$ cat src/rtl/control_unit.sv
// Multi-cycle control unit: IDLE/HALT, T0..T7 Moore sequencer driving datapath strobes from ir[31:27].
// Optional build macro CU_MULDIV_EN enables mul/div and the HI/LO load strobes.
module control_unit (
    input  logic        clock,
    input  logic        clear,
    input  logic [31:0] ir,
    input  logic        run,
    input  logic        stop,
    output logic        pco,
    output logic        mari,
    output logic        pc_inc,
    output logic        mem_read,
    output logic        mdri,
    output logic        mdro,
    output logic        iri,
    output logic        gra,
    output logic        grb,
    output logic        grc,
    output logic        rin,
    output logic        rout,
    output logic        baout,
    output logic        csigno,
    output logic        ryi,
    output logic        rzi,
    output logic        rzo,
    output logic        mem_write,
    output logic        ipo,
    output logic        opi,
    output logic        hii,
    output logic        loi,
    output logic        running,
    output logic        illegal
);

    typedef enum logic [3:0] {
        ST_IDLE, ST_T0, ST_T1, ST_T2, ST_T3, ST_T4, ST_T5, ST_T6, ST_T7, ST_HALT
    } state_t;

    localparam logic [4:0] OP_LD   = 5'b00000;
    localparam logic [4:0] OP_LDI  = 5'b00001;
    localparam logic [4:0] OP_ST   = 5'b00010;
    localparam logic [4:0] OP_ADD  = 5'b00011;
    localparam logic [4:0] OP_SHL  = 5'b01000;
    localparam logic [4:0] OP_MUL  = 5'b01111;
    localparam logic [4:0] OP_DIV  = 5'b10000;
    localparam logic [4:0] OP_IN   = 5'b10110;
    localparam logic [4:0] OP_OUT  = 5'b10111;
    localparam logic [4:0] OP_NOP  = 5'b11010;
    localparam logic [4:0] OP_HALT = 5'b11011;

`ifdef CU_MULDIV_EN
    localparam bit MULDIV_EN = 1'b1;
`else
    localparam bit MULDIV_EN = 1'b0;
`endif

    state_t     state_reg, state_next;
    logic       illegal_reg, illegal_next;
    logic [4:0] opcode;
    logic [31:0] legal_vec;
    logic       op_legal, is_alu, is_ld, is_ldi, is_st, is_muldiv, is_short;
    logic       unused_ir;

    assign opcode    = ir[31:27];
    assign unused_ir = ^ir[26:0];

    // One legality bit per opcode value, so the decode is a single table lookup.
    for (genvar gi = 0; gi < 32; gi++) begin : g_legal
        localparam logic [4:0] OPC = 5'(gi);
        assign legal_vec[gi] = (OPC <= OP_SHL) || (OPC == OP_IN) || (OPC == OP_OUT) ||
                               (OPC == OP_NOP) || (OPC == OP_HALT) ||
                               (MULDIV_EN && ((OPC == OP_MUL) || (OPC == OP_DIV)));
    end

    assign op_legal = legal_vec[opcode];
    assign is_ld    = (opcode == OP_LD);
    assign is_ldi   = (opcode == OP_LDI);
    assign is_st    = (opcode == OP_ST);
    assign is_alu   = (opcode >= OP_ADD) && (opcode <= OP_SHL);
    assign is_short = (opcode == OP_IN) || (opcode == OP_OUT) || (opcode == OP_NOP);
`ifdef CU_MULDIV_EN
    assign is_muldiv = (opcode == OP_MUL) || (opcode == OP_DIV);
`else
    assign is_muldiv = 1'b0;
`endif

    always_ff @(posedge clock) begin
        if (!clear) begin
            state_reg   <= ST_IDLE;
            illegal_reg <= 1'b0;
        end else begin
            state_reg   <= state_next;
            illegal_reg <= illegal_next;
        end
    end

    always_comb begin
        state_t end_state;
        end_state    = stop ? ST_HALT : ST_T0;
        state_next   = state_reg;
        illegal_next = illegal_reg;
        case (state_reg)
            ST_IDLE, ST_HALT: if (run && !stop) state_next = ST_T0;
            ST_T0: state_next = ST_T1;
            ST_T1: state_next = ST_T2;
            ST_T2: state_next = ST_T3;
            ST_T3: begin
                if (!op_legal) begin
                    state_next   = ST_HALT;
                    illegal_next = 1'b1;
                end else if (opcode == OP_HALT) begin
                    state_next = ST_HALT;
                end else if (is_short) begin
                    state_next = end_state;
                end else begin
                    state_next = ST_T4;
                end
            end
            ST_T4: state_next = ST_T5;
            ST_T5: state_next = (is_alu || is_ldi) ? end_state : ST_T6;
            ST_T6: state_next = is_muldiv ? end_state : ST_T7;
            ST_T7: state_next = end_state;
            default: state_next = ST_IDLE;
        endcase
    end

    always_comb begin
        pco = 1'b0; mari = 1'b0; pc_inc = 1'b0; mem_read = 1'b0; mdri = 1'b0;
        mdro = 1'b0; iri = 1'b0; gra = 1'b0; grb = 1'b0; grc = 1'b0; rin = 1'b0;
        rout = 1'b0; baout = 1'b0; csigno = 1'b0; ryi = 1'b0; rzi = 1'b0; rzo = 1'b0;
        mem_write = 1'b0; ipo = 1'b0; opi = 1'b0; hii = 1'b0; loi = 1'b0;
        case (state_reg)
            ST_T0: begin pco = 1'b1; mari = 1'b1; pc_inc = 1'b1; end
            ST_T1: begin mem_read = 1'b1; mdri = 1'b1; end
            ST_T2: begin mdro = 1'b1; iri = 1'b1; end
            ST_T3: begin
                if (is_alu) begin
                    grb = 1'b1; rout = 1'b1; ryi = 1'b1;
                end else if (is_ld || is_ldi || is_st) begin
                    grb = 1'b1; baout = 1'b1; ryi = 1'b1;
                end else if (is_muldiv) begin
                    gra = 1'b1; rout = 1'b1; ryi = 1'b1;
                end else if (opcode == OP_IN) begin
                    ipo = 1'b1; gra = 1'b1; rin = 1'b1;
                end else if (opcode == OP_OUT) begin
                    gra = 1'b1; rout = 1'b1; opi = 1'b1;
                end
            end
            ST_T4: begin
                if (is_alu) begin
                    grc = 1'b1; rout = 1'b1; rzi = 1'b1;
                end else if (is_ld || is_ldi || is_st) begin
                    csigno = 1'b1; rzi = 1'b1;
                end else if (is_muldiv) begin
                    grb = 1'b1; rout = 1'b1; rzi = 1'b1;
                end
            end
            ST_T5: begin
                if (is_alu || is_ldi) begin
                    rzo = 1'b1; gra = 1'b1; rin = 1'b1;
                end else if (is_ld || is_st) begin
                    rzo = 1'b1; mari = 1'b1;
                end else if (is_muldiv) begin
                    loi = 1'b1;
                end
            end
            ST_T6: begin
                if (is_ld) begin
                    mem_read = 1'b1; mdri = 1'b1;
                end else if (is_st) begin
                    gra = 1'b1; rout = 1'b1; mdri = 1'b1;
                end else if (is_muldiv) begin
                    hii = 1'b1;
                end
            end
            ST_T7: begin
                if (is_ld) begin
                    mdro = 1'b1; gra = 1'b1; rin = 1'b1;
                end else if (is_st) begin
                    mem_write = 1'b1;
                end
            end
            default: ;
        endcase
    end

    assign running = (state_reg != ST_IDLE) && (state_reg != ST_HALT);
    assign illegal = illegal_reg;

endmodule
$ cat config.mk
export PLATFORM = sky130hd
export DESIGN_NAME = control_unit
export DESIGN_NICKNAME = d
export VERILOG_FILES = /design/src/rtl/control_unit.sv
export SDC_FILE = /design/constraint.sdc
export NUM_CORES = 1
export LEC_CHECK = 0
export BUFFER_PORTS_ARGS = -buffer_cell sky130_fd_sc_hd__buf_2
export CAP_MARGIN = 10
export CORE_MARGIN = 2
export CORE_UTILIZATION = 37
export CTS_CLUSTER_DIAMETER = 100
export DETAILED_ROUTE_END_ITERATION = 8
export HOLD_SLACK_MARGIN = 0.03
export PLACE_DENSITY = 0.87
export SLEW_MARGIN = 20
export SYNTH_ARGS = -nofsm -noshare
export SYNTH_HDL_FRONTEND = slang
export SYNTH_SLANG_ARGS = --single-unit
export TNS_END_PERCENT = 20
$ cat constraint.sdc
create_clock -name clock -period 3.7 [get_ports clock]
set_input_delay 1.11 -clock clock [delete_from_list [all_inputs] [get_ports clock]]
set_output_delay 1.11 -clock clock [all_outputs]
set_load 0.02 [all_outputs]
# Yosys cells after proc, flatten, opt, wreduce, memory -nomap -nowiden
# Memory sizes are Yosys's and may differ from the RTL's.
# Index checks and enable logic that the tools add are counted.
# totals
latch_bits,0
romBits,32
memories,1
reg_bits,5
in_bits,36
out_inout_bits,24
ram_bits,0
# memory_table
memory,depth,word_bits,read_ports,rd_clocked_by_memory_dff,wr,line_no,text
(no name shown),32,1,1,0,0,75,assign op_legal = legal_vec[opcode];
# op_classes
n_reduce_logical,15
eq_ne,17
add_sub_neg,0
n_div,0
magnitude_cmp,3
n_bitwise,1
n_mul,0
n_shift,0
mux,49
# ops
op,n
one-hot mux 4 bit (9 select lines),1
two-way mux 1 bit,35
two-way mux 4 bit,6
"== test 5 bit, second input constant",4
"== test 4 x 3 -> 1 bit, second input constant",4
"== test 4 x 2 -> 1 bit, second input constant",2
"== test 4 bit, second input constant",2
one-hot mux 1 bit (2 select lines),4
logical OR 1 bit,6
"less-than comparator 5 x 6 -> 1 bit, second input constant",1
one-hot mux 1 bit (3 select lines),2
"== test 5 x 1 -> 1 bit, second input constant",1
"== test 5 x 2 -> 1 bit, second input constant",1
"greater-or-equal comparator 5 x 2 -> 1 bit, second input constant",1
"<= comparator 5 x 4 -> 1 bit, second input constant",1
zero test 5 bit,1
"== test 4 x 1 -> 1 bit, second input constant",1
zero test 4 bit,1
"inequality test 4 bit, second input constant",1
one-hot mux 1 bit (4 select lines),1
nonzero test 4 bit,1
logical AND 1 bit,3
"inequality test 2 bit, second input constant",1
AND reduction 2 bit,1
3 further kinds,3

# Depth between registers and ports, before layout
# Gate-level depths: netlist of run 1.
# depth
word_depth,7
ltp_mapped,5

# Worst setup path after synthesis of run 1
# No wires, ideal clock.
# synth_timing
path_kind,in2out
startpoint,input ir[29]
endpoint,output rout
path_buffers,1
slack_ns,0.087
arrival_time_ns,2.503
cell_stages,4
cell_sequence,buf_6 -> or4_4 -> or4_4 -> o211ai_1
# synth_via
elab_chain_cells,6
word_cells_on_any_way,18
cone_classes,order compare: 2; eq/ne: 4; mux: 8; reduce/logical: 4
# synth_lines
element,line_no,text
"start, declared",6,"input logic [31:0] ir,"
== test 5 bit (tied with other cells),145,end else if (opcode == OP_OUT) begin
two-way mux 1 bit / logical OR 1 bit (equally long branches),"145, 139, 152",
two-way mux 1 bit / logical OR 1 bit (equally long branches),"143, 139, 152",
two-way mux 1 bit,139,end else if (is_ld || is_ldi || is_st) begin
two-way mux 1 bit,137,if (is_alu) begin
one-hot mux 1 bit (3 select lines) *,132,case (state_reg)
"end, declared",20,"output logic rout,"
# Mark *: on every way between the ends. The rest lies on a longest branch, timed or not.

# Final worst setup path of run 1
# layout_timing
startpoint,input ir[29]
endpoint,output rin
# layout_via
elab_chain_cells,6
word_cells_on_any_way,16
cone_classes,order compare: 2; eq/ne: 3; mux: 6; reduce/logical: 5
# layout_lines
element,line_no,text
"parallel branches: the longest is 5 deep, another holds greater-or-equal comparator 5 x 2 -> 1 bit",n/a,
one-hot mux 1 bit (3 select lines) *,132,
"end, declared",19,"output logic rin,"
# Mark *: on every way between the ends.

==> flow_summary.yaml, run 1 <==
finish:
  area_delta_synth_final_pct: 29.8
  filler_cell_count: 177
  drive_gt1_share_pct: 34.1
  final_area_um2: 898
  antenna_cells: 0
  final_common_cell: "buf_2"
  largest_reg_flops: 4
  final_cell_mix: "buf_2, nor2_1, buf_4"
  fin_nets: 175
  fin_util_pct: 51.5
placement:
  gp_congestion: 0.868
  portBuffers: 30
  hpwl_um: 1580
  placed_area_um2: 857
clocking:
  path_clk_slew_ns: 0.04
  cts_tree: "yes"
  cts_max_path_buffers: 2
  hold_buffers: 0
  cts_sinks: 5
  cts_made_buffers: 3
  ctsRootBufferMaster: "clkbuf_4"
  htreeDepth: 1
  clk_latency_ns: 0.25
global_routing:
  first_global_vias: 751
  grt_pass1_wl_um: 3460
  overflow: 0
  grt_max_degree: 18
  antenna_found_initial: 0
  grtUsageTotal_pct: 21.4
timing:
  maxSlewViolCount: 0
  hold_viol: 0
  rsz0062_at_grt: "yes"
  skew_ns: 0.00166
  slew_headroom_pct: 64.6
  setup_violations: 0
  fmax_mhz: 274
  fin_crit_sh_pct: 98.5
  post-route-min-period_ns: 3.65
  tightest_slew_ns: 0.530
  tns_ns: 0
critical_path:
  crit_path_end: "rin"
  reg2reg_to: "state_reg[2]"
  crit_chain: "buf_2 > buf_4 > or4b_1 > a211oi_2 > nor2_1 > o21ai_0 > buf_2"
  crit_arrival_ns: 2.54
  cp_slowest_cell: "or4b_1"
  rr_startpoint: "state_reg[2]"
  cp-start-kind: "input port"
  critPathMaxFanout: 3
  reg2reg_depth: 4
  criticalPathCategory: "in -> out"
  regToRegSetupSlack_ns: 2.05
  critical-path-max-stage-delay_ns: 0.58
  cp-startpoint: "ir[29]"
  critPathCaptureType: "primary output"
  cp.required_ns: 2.59
  crit_top_cell: "buf_2"
logic_synthesis:
  synth_edf_count: 0
  synth-seq-cells: 5
  synthCells: 107
  yosys_warnings: 0
  avgSynthCellArea_um2: 6.47
  synthTopCellsByArea: "dfxtp_1, nor2_1, a21oi_1"
  ys_seq_area_share_pct: 14.5
  synthFlopType: "dfxtp_1"
  yosysUniqueCellTypes: 39
  syn-cell-area_um2: 692
  synth_top_cell_by_area: "dfxtp_1"
  post-synth-top-area-fraction_pct: 14.5
  synthArstFlopShare_pct: 0
routing:
  via_count: 920
  wl_per_cell_um: 13.4
  drt-initial-drc-count: 50
  avgViaCountPerCell: 5.64
  drcViolationCount: 0
  ant_nets: 0
  drt-total-wl_um: 2190
  dr.pass1.iters: 4
floorplan:
  ios: 60
  core_mm2: 0.00175
  dieArea_mm2: 0.00223
  die_h_um: 47.2
  placementRows: 15
  die_w_um: 47.2
  floorplan.initialDensity_pct: 39.6
status:
  outcome: "finished, final reports clean"
flow_run:
  maxCapViolCount: 0
pwr:
  total_leakage_power_nw: 0.435
  p_per_area_mw_per_mm2: 190
  ir_worst_vdd_mv: 0.162
worst_hold_path:
  min_path_cells: 2
  min_path_type: "reg -> reg"
## Yosys cell counts, types with 2 or more instances
cell type and n:
buf_4 4, nand3_1 3, o211ai_1 2, nor4_1 3, or4_4 2, nand2_1 7
nand4bb_1 2, nor3_1 5, inv_1 8, o21a_1 2, nor2_1 16, buf_6 2
a21oi_1 6, a31oi_1 2, nand2b_1 3, dfxtp_1 5, nor2b_1 2, nand4_1 2
clkbuf_1 6, o21bai_1 2, o21ai_0 5
## what timing repair did
action / in CTS / in global routing
pin swaps: 1 / 2
resized for setup: 2 / 0
setup buffers: 1 / 0
endpoints found under the setup margin: 3 / 2
## cell families (layout without fill, tap and decap cells)
kind of cell | count (synthesis) | count (layout) | synth area share (%)
adders and majority gates | 1 | 1 | 1.45
DFF | 5 | 5 | 14.5
AOI/OAI and AO/OA | 28 | 28 | 27.3
and+or+nand+nor | 51 | 51 | 40.3
other | 1 | 2 | 0.542
buffers and inverters | 21 | 51 | 15.9
## worst min-delay path by stage
stage          startpoint      end  slack, ns
4_1_cts           illegal  illegal       0.44
2_1_floorplan     illegal  illegal       0.52
3_5_place_dp      illegal  illegal       0.44
5_1_grt           illegal  illegal       0.48
3_3_place_gp      illegal  illegal       0.43
6_report          illegal  illegal       0.44
## metrics by stage
step | instances | hold slack (ns) | total power, W | setup WS (ns)
after floorplan | 108 | 0.522 | 0.0000916 | 0.0872
after global routing | 163 | 0.480 | 0.000183 | -0.0113
final | 163 | 0.444 | 0.000170 | 0.0537
after global placement | 158 | 0.434 | 0.000102 | -0.0243
after CTS | 163 | 0.445 | 0.000169 | 0.00257
after detailed placement | 158 | 0.437 | 0.000104 | -0.0332
## critical path, delay by kind of cell
| family | cells | cell delay (ns) |
|---|---|---|
| buf+inv | 3 | 0.40 |
| simple gates | 2 | 0.68 |
| compound gates | 2 | 0.33 |
## per-layer routing
layer  part of all wire, %  track usage, %  up-vias  routed length, um
met1                    43            28.2      435                932
met4                  0.87            3.89        0                 19
met3                   7.2            5.00        4                157
li1                      -               -      441                  -
met5                     0               0        -                  0
met2                    49            35.7       40               1080
## cell type report
type,count,area (um2),area share [%]
multi-input cells,82,490,54.6
repair buffers,39,220,24.5
flip-flops and latches,5,100,11.1
well taps,25,31.3,3.48
inverters,8,30.0,3.34
clock buffers,4,26.3,2.92
## report_power, final
group / internal, W / switching (W) / total [W] / leakage (nW)
registers: 0.0000549 / 0.00000313 / 0.0000580 / 0.0404
clock network: 0.0000409 / 0.0000238 / 0.0000647 / 0.0150
logic: 0.0000187 / 0.0000289 / 0.0000476 / 0.379
Note: power is estimated with default switching activity, not from simulation.
==> run 2: changes to the inputs <==
PLACE_DENSITY = 0.79   (was 0.87)
==> run 2 against run 1 <==
  * Critical path depth decreased by 2
  * Cell count decreased by 1.2%
  * Routed wire length down 8.6%
  * Combinational power decreased by 4%
  * Register-to-register slack improved by 0.05 ns
  * Highest routed layer is now met3
==> flow_summary.yaml, run 2 (synthesis gave the netlist of run 1 again) <==
global_routing:
  antenna_found_initial: 0
  first_global_vias: 715
  grt_pass1_wl_um: 3070
  grtUsageTotal_pct: 18.6
  overflow: 0
  grt_max_degree: 18
pwr:
  p_per_area_mw_per_mm2: 186
  ir_worst_vdd_mv: 0.156
  total_leakage_power_nw: 0.426
timing:
  fin_crit_sh_pct: 97.2
  fmax_mhz: 278
  hold_viol: 0
  post-route-min-period_ns: 3.60
  rsz0062_at_grt: "no"
  maxSlewViolCount: 0
  slew_headroom_pct: 62.3
  skew_ns: 0.00183
  tightest_slew_ns: 0.565
  setup_violations: 0
clocking:
  cts_made_buffers: 3
  ctsRootBufferMaster: "clkbuf_4"
  htreeDepth: 1
  cts_tree: "yes"
  clk_latency_ns: 0.24
  path_clk_slew_ns: 0.04
  cts_setup_buffers: 0
  cts_sinks: 5
  hold_buffers: 0
  cts_max_path_buffers: 2
finish:
  fin_nets: 173
  drive_gt1_share_pct: 33.8
  final_cell_mix: "buf_2, nor2_1, inv_1, buf_4, nand2_1"
  antenna_cells: 0
  fin_util_pct: 51.0
  largest_reg_flops: 4
  final_common_cell: "buf_2"
  final_area_um2: 890
  area_delta_synth_final_pct: 28.6
floorplan:
  floorplan.initialDensity_pct: 39.6
  die_w_um: 47.2
  core_mm2: 0.00175
  die_h_um: 47.2
  ios: 60
  dieArea_mm2: 0.00223
  placementRows: 15
critical_path:
  crit_buf_inv: 2
  cp.required_ns: 2.59
  cp-start-kind: "input port"
  critPathMaxFanout: 4
  criticalPathCategory: "in -> out"
  crit_chain: "buf_2 > or4_4 > or4_4 > o211ai_1 > buf_4"
  crit_arrival_ns: 2.49
  critPathCaptureType: "primary output"
  crit_top_cell: "or4_4"
  critPathTopFamily: "simple AND/OR/NAND/NOR gates"
  critical-path-max-stage-delay_ns: 0.56
  cp_slowest_cell: "or4_4"
routing:
  via_count: 888
  drt-total-wl_um: 2000
  avgViaCountPerCell: 5.52
  drcViolationCount: 0
  drt-initial-drc-count: 26
  wl_per_cell_um: 12.4
  ant_nets: 0
  dr.pass1.iters: 5
worst_hold_path:
  min_path_type: "reg -> reg"
placement:
  hpwl_um: 1510
  placed_area_um2: 850
  portBuffers: 30
  gp_congestion: 0.816
flow_run:
  maxCapViolCount: 0
status:
  outcome: "finished, final reports clean"
[run 2: cell count changes in the layout (fill, tap and decap cells not counted)]
cell,before,now
nor4_2,0,1
nor4_1,3,2
buf_4,10,8
[run 2: per-stage QoR]
stage / hold WS [ns] / cells / setup TNS (ns) / power, W / worst slack [ns]
final: 0.445 / 161 / 0 / 0.000166 / 0.105
after global routing: 0.466 / 161 / 0 / 0.000177 / 0.0453
after CTS: 0.445 / 161 / 0 / 0.000166 / 0.000139
after detailed placement: 0.437 / 157 / -0.00831 / 0.000103 / -0.00831
after global placement: 0.436 / 157 / -0.0185 / 0.000102 / -0.0185
after floorplan: 0.522 / 108 / 0 / 0.0000916 / 0.0872
[run 2: timing repair]
action                                  in CTS  in global routing
pin swaps                                    0                  2
endpoints found under the setup margin       1                  4
gates resized for setup                      1                  2
[run 2: metal layers]
layer / track usage (%) / share of wire [%] / routed length [um]
met5: 0 / 0 / 0
met4: 0.556 / 0 / 0
met3: 5.00 / 8.0 / 159
met2: 32.4 / 47 / 946
met1: 24.1 / 45 / 891
[run 2: final timing paths]
check,start,to,slack (ns),depth (start not counted)
setup / recovery,ir[31],rout,0.10,5
hold / removal,illegal,illegal,0.44,2
setup reg to reg,state_reg[2],state_reg[2],2.10,4
hold reg to reg,illegal,illegal,0.44,2
[run 2: area by class of cell]
class                           count  area (um2)
Tap cell                           25        31.3
Inverter                            8        30.0
Multi-Input combinational cell     82         497
Timing Repair Buffer               37         205
Clock buffer                        4        26.3
Sequential cell                     5         100
Fill cell                         196         856
[run 2: worst reg2reg max path: cells and delay by family (launching register included)]
family,cells,cell delay (ns)
AND/OR/NAND/NOR,3,0.75
flip-flops,1,0.60
AO/OA/AOI/OAI,1,0.20
[run 2: where the power goes]
part / internal [W] / switching [W]
Sequential: 0.0000549 / 0.00000330
Combinational: 0.0000177 / 0.0000280
Clock: 0.0000407 / 0.0000209
